<file path="src/rtl/spi_slave_tx_pkg.sv">
// Shared SPI definitions: frame state encoding and mode-3 edge selection, common to
// the SPI master and this responder.
package spi_slave_tx_pkg;

  typedef enum logic [1:0] {
    StIdle  = 2'd0,
    StShift = 2'd1,
    StTail  = 2'd2
  } spi_state_e;

  // Mode 3: sclk idles high, data changes on the falling edge, master samples on rising.
  localparam bit SpiCpol        = 1'b1;
  localparam bit SpiShiftOnFall = 1'b1;
  localparam bit SdataIdle      = 1'b1;

  function automatic int unsigned cnt_width(input int unsigned data_w);
    return $clog2(data_w + 1);
  endfunction

endpackage

</file>
<file path="src/rtl/spi_slave_tx_if.sv">
// Local transmit handshake, SPI pins and frame status of the SPI responder.
interface spi_slave_tx_if #(
  parameter int unsigned DATA_W = 8
);

  logic [DATA_W-1:0] tx_data;
  logic              tx_valid;
  logic              tx_ready;
  logic              sclk;
  logic              cs_n;
  logic              sdata;
  logic              sdata_oe;
  logic              busy;
  logic              done;
  logic              underrun;
  logic              abort;

  modport slave (
    input  tx_data, tx_valid, sclk, cs_n,
    output tx_ready, sdata, sdata_oe, busy, done, underrun, abort
  );

  modport master (
    output tx_data, tx_valid, sclk, cs_n,
    input  tx_ready, sdata, sdata_oe, busy, done, underrun, abort
  );

endinterface

</file>
<file path="src/rtl/spi_slave_tx_sync_edge_det.sv">
// Synchronizes one asynchronous pin into clk and produces 1-clk rise/fall pulses.
module spi_slave_tx_sync_edge_det #(
  parameter int unsigned SYNC_STAGES = 2,
  parameter bit          RESET_VAL   = 1'b1
) (
  input  logic clk,
  input  logic n_rst,
  input  logic async_in,
  output logic rise,
  output logic fall
);

  logic [SYNC_STAGES-1:0] sync_q;
  logic                   prev_q;
  logic                   level;

  always_ff @(posedge clk or negedge n_rst) begin
    if (!n_rst) begin
      sync_q <= {SYNC_STAGES{RESET_VAL}};
      prev_q <= RESET_VAL;
    end else begin
      sync_q <= {sync_q[SYNC_STAGES-2:0], async_in};
      prev_q <= sync_q[SYNC_STAGES-1];
    end
  end

  assign level = sync_q[SYNC_STAGES-1];
  assign rise  = level & ~prev_q;
  assign fall  = ~level & prev_q;

endmodule

</file>
<file path="src/rtl/spi_slave_tx.sv">
// SPI responder (mode 3, slave->master only): one DATA_W-bit word per cs_n frame, MSB
// first, fed from a single-entry holding register on a valid/ready handshake.
module spi_slave_tx
  import spi_slave_tx_pkg::*;
#(
  parameter int unsigned       DATA_W      = 8,
  parameter int unsigned       SYNC_STAGES = 2,
  parameter logic [DATA_W-1:0] FILL        = {DATA_W{1'b1}}
) (
  input logic            clk,
  input logic            n_rst,
  spi_slave_tx_if.slave  bus
);

  localparam int unsigned     CntW    = cnt_width(DATA_W);
  localparam logic [CntW-1:0] CntFull = CntW'(DATA_W);

  logic sck_rise, sck_fall, cs_rise, cs_fall;
  logic sck_count, sck_shift;

  spi_slave_tx_sync_edge_det #(
    .SYNC_STAGES (SYNC_STAGES),
    .RESET_VAL   (SpiCpol)
  ) u_sync_sclk (
    .clk      (clk),
    .n_rst    (n_rst),
    .async_in (bus.sclk),
    .rise     (sck_rise),
    .fall     (sck_fall)
  );

  spi_slave_tx_sync_edge_det #(
    .SYNC_STAGES (SYNC_STAGES),
    .RESET_VAL   (1'b1)
  ) u_sync_cs (
    .clk      (clk),
    .n_rst    (n_rst),
    .async_in (bus.cs_n),
    .rise     (cs_rise),
    .fall     (cs_fall)
  );

  assign sck_shift = SpiShiftOnFall ? sck_fall : sck_rise;
  assign sck_count = SpiShiftOnFall ? sck_rise : sck_fall;

  spi_state_e        state_q, state_d;
  logic [CntW-1:0]   cnt_q, cnt_d;
  logic [DATA_W-1:0] shift_q, shift_d;
  logic [DATA_W-1:0] hold_q, hold_d;
  logic              hold_full_q, hold_full_d;
  logic              sdata_q, sdata_d;
  logic              done_p, underrun_p, abort_p;
  logic              accept, bypass;

  assign accept = bus.tx_valid & ~hold_full_q;

  always_comb begin
    state_d     = state_q;
    cnt_d       = cnt_q;
    shift_d     = shift_q;
    hold_d      = hold_q;
    hold_full_d = hold_full_q;
    sdata_d     = sdata_q;
    done_p      = 1'b0;
    underrun_p  = 1'b0;
    abort_p     = 1'b0;
    bypass      = 1'b0;

    unique case (state_q)
      StIdle: begin
        if (cs_fall) begin
          if (hold_full_q) begin
            shift_d     = hold_q;
            hold_full_d = 1'b0;
          end else if (bus.tx_valid) begin
            // Word offered in the very clk the frame starts goes straight to the shifter.
            shift_d = bus.tx_data;
            bypass  = 1'b1;
          end else begin
            shift_d    = FILL;
            underrun_p = 1'b1;
          end
          sdata_d = shift_d[DATA_W-1];
          cnt_d   = '0;
          state_d = StShift;
        end
      end

      StShift: begin
        if (sck_count) begin
          cnt_d = cnt_q + 1'b1;
          if (cnt_d == CntFull) begin
            done_p  = 1'b1;
            state_d = StTail;
          end
        end else if (sck_shift && cnt_q != '0) begin
          // The first falling edge precedes any sample, so the MSB is still pending.
          shift_d = {shift_q[DATA_W-2:0], 1'b1};
          sdata_d = shift_d[DATA_W-1];
        end
        if (cs_rise) begin
          abort_p = ~done_p;
          state_d = StIdle;
          sdata_d = SdataIdle;
          cnt_d   = '0;
        end
      end

      StTail: begin
        if (sck_shift) begin
          shift_d = {shift_q[DATA_W-2:0], 1'b1};
          sdata_d = shift_d[DATA_W-1];
        end
        if (cs_rise) begin
          state_d = StIdle;
          sdata_d = SdataIdle;
          cnt_d   = '0;
        end
      end

      default: begin
        state_d = StIdle;
        sdata_d = SdataIdle;
        cnt_d   = '0;
      end
    endcase

    if (accept && !bypass) begin
      hold_d      = bus.tx_data;
      hold_full_d = 1'b1;
    end
  end

  always_ff @(posedge clk or negedge n_rst) begin
    if (!n_rst) begin
      state_q     <= StIdle;
      cnt_q       <= '0;
      shift_q     <= FILL;
      hold_q      <= '0;
      hold_full_q <= 1'b0;
      sdata_q     <= SdataIdle;
    end else begin
      state_q     <= state_d;
      cnt_q       <= cnt_d;
      shift_q     <= shift_d;
      hold_q      <= hold_d;
      hold_full_q <= hold_full_d;
      sdata_q     <= sdata_d;
    end
  end

  assign bus.tx_ready = ~hold_full_q;
  assign bus.sdata    = sdata_q;
  assign bus.sdata_oe = (state_q != StIdle);
  assign bus.busy     = (state_q != StIdle);
  assign bus.done     = done_p;
  assign bus.underrun = underrun_p;
  assign bus.abort    = abort_p;

endmodule

</file>
<file path="src/flat_wrapper.sv">
// flat-port wrapper written by rule: the top's interface ports become plain ports
module spi_slave_tx_flat import spi_slave_tx_pkg::*;
#(
  parameter int unsigned       DATA_W      = 8,
  parameter int unsigned       SYNC_STAGES = 2,
  parameter logic [DATA_W-1:0] FILL        = {DATA_W{1'b1}}
)
  (clk, n_rst, bus_tx_data, bus_tx_valid, bus_sclk, bus_cs_n, bus_tx_ready, bus_sdata, bus_sdata_oe, bus_busy, bus_done, bus_underrun, bus_abort);
  spi_slave_tx_if #(.DATA_W(DATA_W)) bus_i ();
  input logic clk;
  input logic n_rst;
  input wire logic [$bits(bus_i.tx_data)-1:0] bus_tx_data;
  input wire logic [$bits(bus_i.tx_valid)-1:0] bus_tx_valid;
  input wire logic [$bits(bus_i.sclk)-1:0] bus_sclk;
  input wire logic [$bits(bus_i.cs_n)-1:0] bus_cs_n;
  output wire logic [$bits(bus_i.tx_ready)-1:0] bus_tx_ready;
  output wire logic [$bits(bus_i.sdata)-1:0] bus_sdata;
  output wire logic [$bits(bus_i.sdata_oe)-1:0] bus_sdata_oe;
  output wire logic [$bits(bus_i.busy)-1:0] bus_busy;
  output wire logic [$bits(bus_i.done)-1:0] bus_done;
  output wire logic [$bits(bus_i.underrun)-1:0] bus_underrun;
  output wire logic [$bits(bus_i.abort)-1:0] bus_abort;
  assign bus_i.tx_data = bus_tx_data;
  assign bus_i.tx_valid = bus_tx_valid;
  assign bus_i.sclk = bus_sclk;
  assign bus_i.cs_n = bus_cs_n;
  assign bus_tx_ready = bus_i.tx_ready;
  assign bus_sdata = bus_i.sdata;
  assign bus_sdata_oe = bus_i.sdata_oe;
  assign bus_busy = bus_i.busy;
  assign bus_done = bus_i.done;
  assign bus_underrun = bus_i.underrun;
  assign bus_abort = bus_i.abort;
  spi_slave_tx #(.DATA_W(DATA_W), .SYNC_STAGES(SYNC_STAGES), .FILL(FILL)) u_core (.clk(clk), .n_rst(n_rst), .bus(bus_i));
endmodule
</file>
<file path="config.mk">
export PLATFORM = sky130hd
export DESIGN_NAME = spi_slave_tx_flat
export DESIGN_NICKNAME = d
export VERILOG_FILES = /design/src/rtl/spi_slave_tx_pkg.sv /design/src/rtl/spi_slave_tx_if.sv /design/src/rtl/spi_slave_tx_sync_edge_det.sv /design/src/rtl/spi_slave_tx.sv /design/src/flat_wrapper.sv
export SDC_FILE = /design/constraint.sdc
export NUM_CORES = 1
export LEC_CHECK = 0
export CAP_MARGIN = 20
export CORE_MARGIN = 2
export CORE_UTILIZATION = 58
export DETAILED_ROUTE_END_ITERATION = 12
export PLACE_DENSITY = 0.92
export SYNTH_ARGS = -nofsm -noshare
export SYNTH_HDL_FRONTEND = slang
export SYNTH_HIERARCHICAL = 1
export SYNTH_SLANG_ARGS = --single-unit
</file>
<file path="constraint.sdc">
create_clock -name clk -period 3.8 [get_ports clk]
set_input_delay 0.57 -clock clk [delete_from_list [all_inputs] [get_ports clk]]
set_output_delay 0.57 -clock clk [all_outputs]
set_load 0.02 [all_outputs]
</file>
==> impl_metrics.csv, run 1 <==
group,metric,value,unit
outcome,run_status,"finished clean",
clock_network,cts_made_buffers,5,
logic_synthesis,syn-num-nets,154,
floorplan,rows,18,
critical_path,worstSetupEndpointType,"output port",
critical_path,worst_r2r_path_depth,5,
critical_path,slowest_delay,0.59,ns
logic_synthesis,synth_seq_cells,29,
final_layout,drive_above_1_share,0.291,
logic_synthesis,netlist-cell-type-count,37,
power,p_sw,413,µW
placement,port-buffer-count,19,
floorplan,die_w,55.1,µm
logic_synthesis,syn_area,1510,µm²
logic_synthesis,ys_top_cells_by_area,"dfrtp_1 25%, dfstp_2 24%, mux2_2 12%",
critical_path,crit_type,"flip-flop to output port",
timing,fmaxAchievable,351,MHz
timing,tns,0,ns
power,seqPwrFrac,0.421,
hold_path,worstHoldPathCells,0,
floorplan,die_h,55.1,µm
clock_network,clockBufferDepth,2,
critical_path,critPathRequiredTime,3.23,ns
timing,setup_viol,0,
power,p_int,792,µW
power,clkPwrFrac,0.155,
critical_path,crit_path_start_kind,"flip-flop",
power,p_comb_frac,0.424,
timing,finClkSkew,0.00674,ns
final_layout,final_cell_mix,"19 x clkdlybuf4s50_1, 16 x mux2_2, 15 x dfrtp_1",
timing,finalHoldViolations,0,
routing,routed_wl,2810,µm
routing,postRouteAntennaNets,0,
critical_path,crit_cells,6,
critical_path,crit_buf_inv,1,
grt,antenna_found_initial,0,
critical_path,critical-path-slowest-cell,"clkdlybuf4s50_1",
final_layout,nets,177,
floorplan,core-area,2480,µm²
critical_path,crit_arrival,2.28,ns
final_layout,nFillCells,152,
clock_network,cts_root_buf,"clkbuf_4",
grt,overflow,0,
logic_synthesis,ys_seq_area_frac,0.491,
clock_network,clk_pin_slew,0.09,ns
grt,grt_pass1_vias,1054,
power,power-per-cell-area,671,nW/µm²
timing,post-route-period-util,0.750,
final_layout,finish.utilization,0.724,
power,power.leakage,0.000748,µW
final_layout,diodes,0,
critical_path,worst_path_most_repeated_cell,"and2_1",
power,peakVddDrop,551,µV
routing,vias,1078,
run,cap_violations,0,
clock_network,insertion_delay,0.30,ns
timing,rsz0062_at_grt,"no",
floorplan,pin_count,20,
timing,whs,0.361,ns
placement,dp.final_hpwl,2080,µm
floorplan,die_area,3030,µm²
clock_network,h-tree-depth,2,
routing,drt_pass1_iterations,4,
timing,relSlewSlack,0.619,
routing,drc,0,
clock_network,cts_tree,"done",
routing,drtIter0Drc,17,
timing,final-max-slew-violation-count,0,
grt,grt_pass1_wl,4600,µm
grt,track_usage,0.218,
grt,grt_max_degree,25,
clock_network,post_cts.repair.setup_buffers,0,
hold_path,min-delay-path-class,"flip-flop to flip-flop",
floorplan,initial_core_util,0.611,
timing,tightest_slew,0.571,ns
critical_path,critPathTopFamily,"simple AND/OR/NAND/NOR gates",
logic_synthesis,synth_top_area_frac,0.248,
routing,wl_per_cell,14.9,µm
clock_network,cts.sinks,29,
routing,via_per_inst,5.73,
critical_path,cp_cell_sequence,"nor2b_1, and2_1, nand2_1, nor2_1, and2_1, clkdlybuf4s50_1",
clock_network,hold_buffers,0,
critical_path,worstPathMaxFanout,5,
logic_synthesis,yosys_warnings,6,
final_layout,area_delta_synth_final,18.5,%
logic_synthesis,netlist_instances,134,
power,switching_share,0.343,
timing,period_minus_slack,2.85,ns
logic_synthesis,synth_top_area_cell,"dfrtp_1",
power,total_power,1200,µW
logic_synthesis,avgSynthCellArea,11.3,µm²
placement,gp_congestion,0.863,
final_layout,final_common_cell,"clkdlybuf4s50_1",
clock_network,cts.repair.resized,0,
worst register-to-register path: stages (launching register included):
cell and delay (ns):
dfstp_2 0.55, nor2b_1 0.48, and4bb_1 0.27, nand2_1 0.13, o221ai_1 0.14, a21o_1 0.20
power by group through the flow:
stage / Combinational (µW) / Clock (µW) / Sequential (µW)
2_1_floorplan: 384 / 0 / 501
3_3_place_gp: 483 / 0 / 502
3_5_place_dp: 505 / 0 / 511
4_1_cts: 507 / 193 / 505
5_1_grt: 556 / 208 / 519
6_report: 511 / 187 / 507
metrics by stage:
step | area (µm²) | instances | setup slack (ns)
final | 1790 | 188 | 0.949
after global routing | 1790 | 188 | 0.833
after CTS | 1780 | 187 | 0.953
after detailed placement | 1720 | 179 | 1.30
after global placement | 1720 | 179 | 1.37
after floorplan | 1510 | 134 | 1.89
Yosys cell counts, drive strengths merged:
cell type and count:
mux2 16, dfrtp 15, dfstp 14, o21ai 14, nand2 11, inv 8
ha 7, o22ai 7, nor2 5, and2 3, buf 3, nand2b 3
nor2b 3, nor3b 3, a21o 2, and2b 2, clkbuf 2, nand3 2
o2111ai 2, o21a 2, a21oi 1, a32o 1, and4bb 1, mux2i 1
nor3 1, o221ai 1, o2bb2ai 1, o311ai 1, xnor2 1, xor2 1
sequential cells by signal, indices dropped and copies added, names as in the netlist:
| register | flops |
|---|---|
| u_core/u_sync_sclk/prev_q | 1 |
| u_core/shift_q | 7 |
| u_core/u_sync_cs/prev_q | 1 |
| u_core/hold_full_q | 1 |
| u_core/state_q | 2 |
| u_core/bus.sdata | 1 |
| u_core/hold_q | 8 |
| u_core/cnt_q | 4 |
| u_core/u_sync_sclk/sync_q | 2 |
| u_core/u_sync_cs/sync_q | 2 |
cells by family after synthesis:
logic type               count (synthesis)  share of synthesized area
flip-flops                              29                      0.491
buffers and inverters                   13                     0.0364
XOR/XNOR                                 2                     0.0116
AND/OR/NAND/NOR                         34                      0.130
adder cells (fa/ha/maj)                  7                     0.0578
AO/OA/AOI/OAI                           32                      0.148
multiplexers                            17                      0.126
final cells by class:
| type | count | area, µm² | share of cell area |
|---|---|---|---|
| flip-flops and latches | 29 | 743 | 0.414 |
| multi-input cells | 92 | 716 | 0.399 |
| repair buffers | 21 | 209 | 0.116 |
| clock buffers | 8 | 58.8 | 0.0328 |
| well taps | 30 | 37.5 | 0.0209 |
| inverters | 8 | 30.0 | 0.0167 |
metal layers:
layer  vias to the layer above  track usage  share of wire
met5                         -            0              0
met4                         0       0.0610         0.0082
met3                         4       0.0565          0.046
met2                        29        0.391           0.52
met1                       527        0.258           0.43
li1                        518            -              -
final timing paths:
kind,start,slack [ns],to
setup / recovery,u_core/u_sync_sclk/sync_q[1],0.95,bus_done
hold / removal,u_core/u_sync_sclk/sync_q[0],0.36,u_core/u_sync_sclk/sync_q[1]
setup reg to reg,u_core/u_sync_cs/sync_q[1],1.92,u_core/cnt_q[2]
hold reg to reg,u_core/u_sync_sclk/sync_q[0],0.36,u_core/u_sync_sclk/sync_q[1]
max in group asynchronous,n_rst,2.51,u_core/bus.sdata
min in group asynchronous,n_rst,0.56,u_core/state_q[0]
No activity file was read; power rests on OpenSTA's default activity.
==> run 2, diff against run 1 <==
--- a/config.mk
+++ b/config.mk
@@ -7,9 +7,9 @@
 export LEC_CHECK = 0
 export CAP_MARGIN = 20
 export CORE_MARGIN = 2
-export CORE_UTILIZATION = 58
+export CORE_UTILIZATION = 54
 export DETAILED_ROUTE_END_ITERATION = 12
-export PLACE_DENSITY = 0.92
+export PLACE_DENSITY = 0.87
 export SYNTH_ARGS = -nofsm -noshare
 export SYNTH_HDL_FRONTEND = slang
 export SYNTH_HIERARCHICAL = 1
==> constraint.sdc (replaced) <==
create_clock -name clk -period 2.7 [get_ports clk]
set_input_delay 0.405 -clock clk [delete_from_list [all_inputs] [get_ports clk]]
set_output_delay 0.405 -clock clk [all_outputs]
set_load 0.02 [all_outputs]
==> run 2 against run 1 <==
Effect of this change: sequential power up 41%; cell area down 0.42%; hold slack barely moved; final cell count grew 0.53%; power rose by 39%; non-clock buffer count unchanged; global-route usage shrank 1.8 points; critical path type unchanged; critical endpoint is now bus_abort; largest power group unchanged; highest routed layer unchanged.
==> impl_metrics.csv, run 2 (synthesized netlist as in run 1, its figures left out) <==
group,metric,value,unit
routing,drc,0,
timing,tightest_slew,0.433,ns
final_layout,diodes,0,
clock_network,insertion_delay,0.32,ns
run,cap_violations,0,
clock_network,clockBufferDepth,2,
timing,finClkSkew,0.00640,ns
clock_network,h-tree-depth,2,
outcome,run_status,"finished clean",
timing,fmaxAchievable,405,MHz
placement,dp_slack,0.330,ns
placement,port-buffer-count,19,
floorplan,die_h,57.0,µm
placement,dp.final_hpwl,2070,µm
final_layout,largest_reg_flops,8,
final_layout,nets,177,
floorplan,die_area,3240,µm²
clock_network,clk_pin_slew,0.08,ns
routing,vias,1065,
routing,drt_pass1_iterations,4,
timing,relSlewSlack,0.711,
placement,gp_congestion,0.784,
timing,post-route-period-util,0.915,
final_layout,area_delta_synth_final,18.0,%
critical_path,crit_path_start_kind,"flip-flop",
grt,grt_pass1_wl,4940,µm
critical_path,worstSetupEndpointType,"output port",
timing,whs,0.362,ns
timing,finalHoldViolations,0,
routing,wl_per_cell,14.7,µm
grt,overflow,0,
power,power-per-cell-area,935,nW/µm²
final_layout,largest-register,"u_core/hold_q",
critical_path,worstPathMaxFanout,5,
floorplan,initial_core_util,0.559,
critical_path,critPathRequiredTime,2.30,ns
timing,tns,0,ns
timing,final-max-slew-violation-count,0,
routing,via_per_inst,5.63,
final_layout,fin_cells,189,
placement,dp.cells,181,
grt,antenna_found_initial,0,
clock_network,post_cts.repair.setup_buffers,0,
routing,postRouteAntennaNets,0,
timing,rsz0062_at_grt,"no",
timing,setup_viol,0,
floorplan,rows,19,
hold_path,min-delay-path-class,"flip-flop to flip-flop",
grt,track_usage,0.200,
grt,grt_pass1_vias,1132,
final_layout,finish.utilization,0.659,
floorplan,core-area,2710,µm²
clock_network,cts.sinks,29,
timing,setup_slack,0.229,ns
routing,drtIter0Drc,22,
critical_path,crit_arrival,2.07,ns
clock_network,cts_root_buf,"clkbuf_4",
final_layout,drive_above_1_share,0.291,
timing,period_minus_slack,2.47,ns
final_layout,final_common_cell,"clkdlybuf4s50_1",
final_layout,reg_top3,"u_core/hold_q: 8 flops, u_core/shift_q: 7 flops, u_core/cnt_q: 4 flops",
clock_network,hold_buffers,0,
floorplan,die_w,57.0,µm
clock_network,cts_tree,"done",
final_layout,final_cell_mix,"18 x clkdlybuf4s50_1, 16 x mux2_2, 15 x dfrtp_1",
power,power.leakage,0.000761,µW
floorplan,pin_count,20,
critical_path,crit_type,"flip-flop to output port",
grt,grt_max_degree,21,
routing,routed_wl,2780,µm
power,peakVddDrop,651,µV
clock_network,cts_made_buffers,5,
==> run 2: critical path: stages (launching register included) <==
cell and delay [ns]:
dfstp_2 0.54, nor2b_2 0.24, and2_1 0.19, nand2_1 0.06, nor2_1 0.14, nor2_1 0.06
clkdlybuf4s50_1 0.53
==> run 2: worst paths after layout <==
path                                              start                    endpoint  slack, ns  depth (start not counted)
setup / recovery           u_core/u_sync_sclk/sync_q[1]                   bus_abort       0.23                          6
hold / removal               u_core/u_sync_cs/sync_q[0]  u_core/u_sync_cs/sync_q[1]       0.36                          0
setup reg to reg                      u_core/state_q[0]           u_core/state_q[0]       0.91                          6
hold reg to reg              u_core/u_sync_cs/sync_q[0]  u_core/u_sync_cs/sync_q[1]       0.36                          0
max in group asynchronous                         n_rst           u_core/shift_q[2]       1.64                          2
min in group asynchronous                         n_rst           u_core/state_q[0]       0.39                          1
==> run 2: per-layer routing <==
layer / routed length (µm) / global-route usage
met3: 141 / 0.0726
met2: 1420 / 0.340
met1: 1170 / 0.231
met5: 0 / 0
met4: 55 / 0.0764
==> run 2: report_power, final <==
group | switching [µW] | total [µW] | leakage [µW] | internal, µW
clock | 131 | 235 | 0.0000265 | 104
combinational | 362 | 720 | 0.000401 | 358
sequential | 87.1 | 716 | 0.000333 | 628
==> run 2: repair_timing <==
item                                    in CTS  in global routing
gates cloned                                 0                  0
gates resized for setup                      1                  1
hold endpoints to repair                     0                  0
endpoints found under the setup margin       1                  1
==> run 2: stage by stage <==
stage	power [µW]	cell area [µm²]
detailed placement	1430	1730
finish	1670	1790
global placement	1390	1730
CTS	1690	1780
floorplan	1250	1510
global route	1810	1790
==> run 2: area by class of cell <==
class	count	area, µm²
sequential	29	743
tap	31	38.8
timing repair buffer	21	208
fill	211	923
multi-input combinational	92	718
inverter	8	30.0
clock buffer	8	48.8
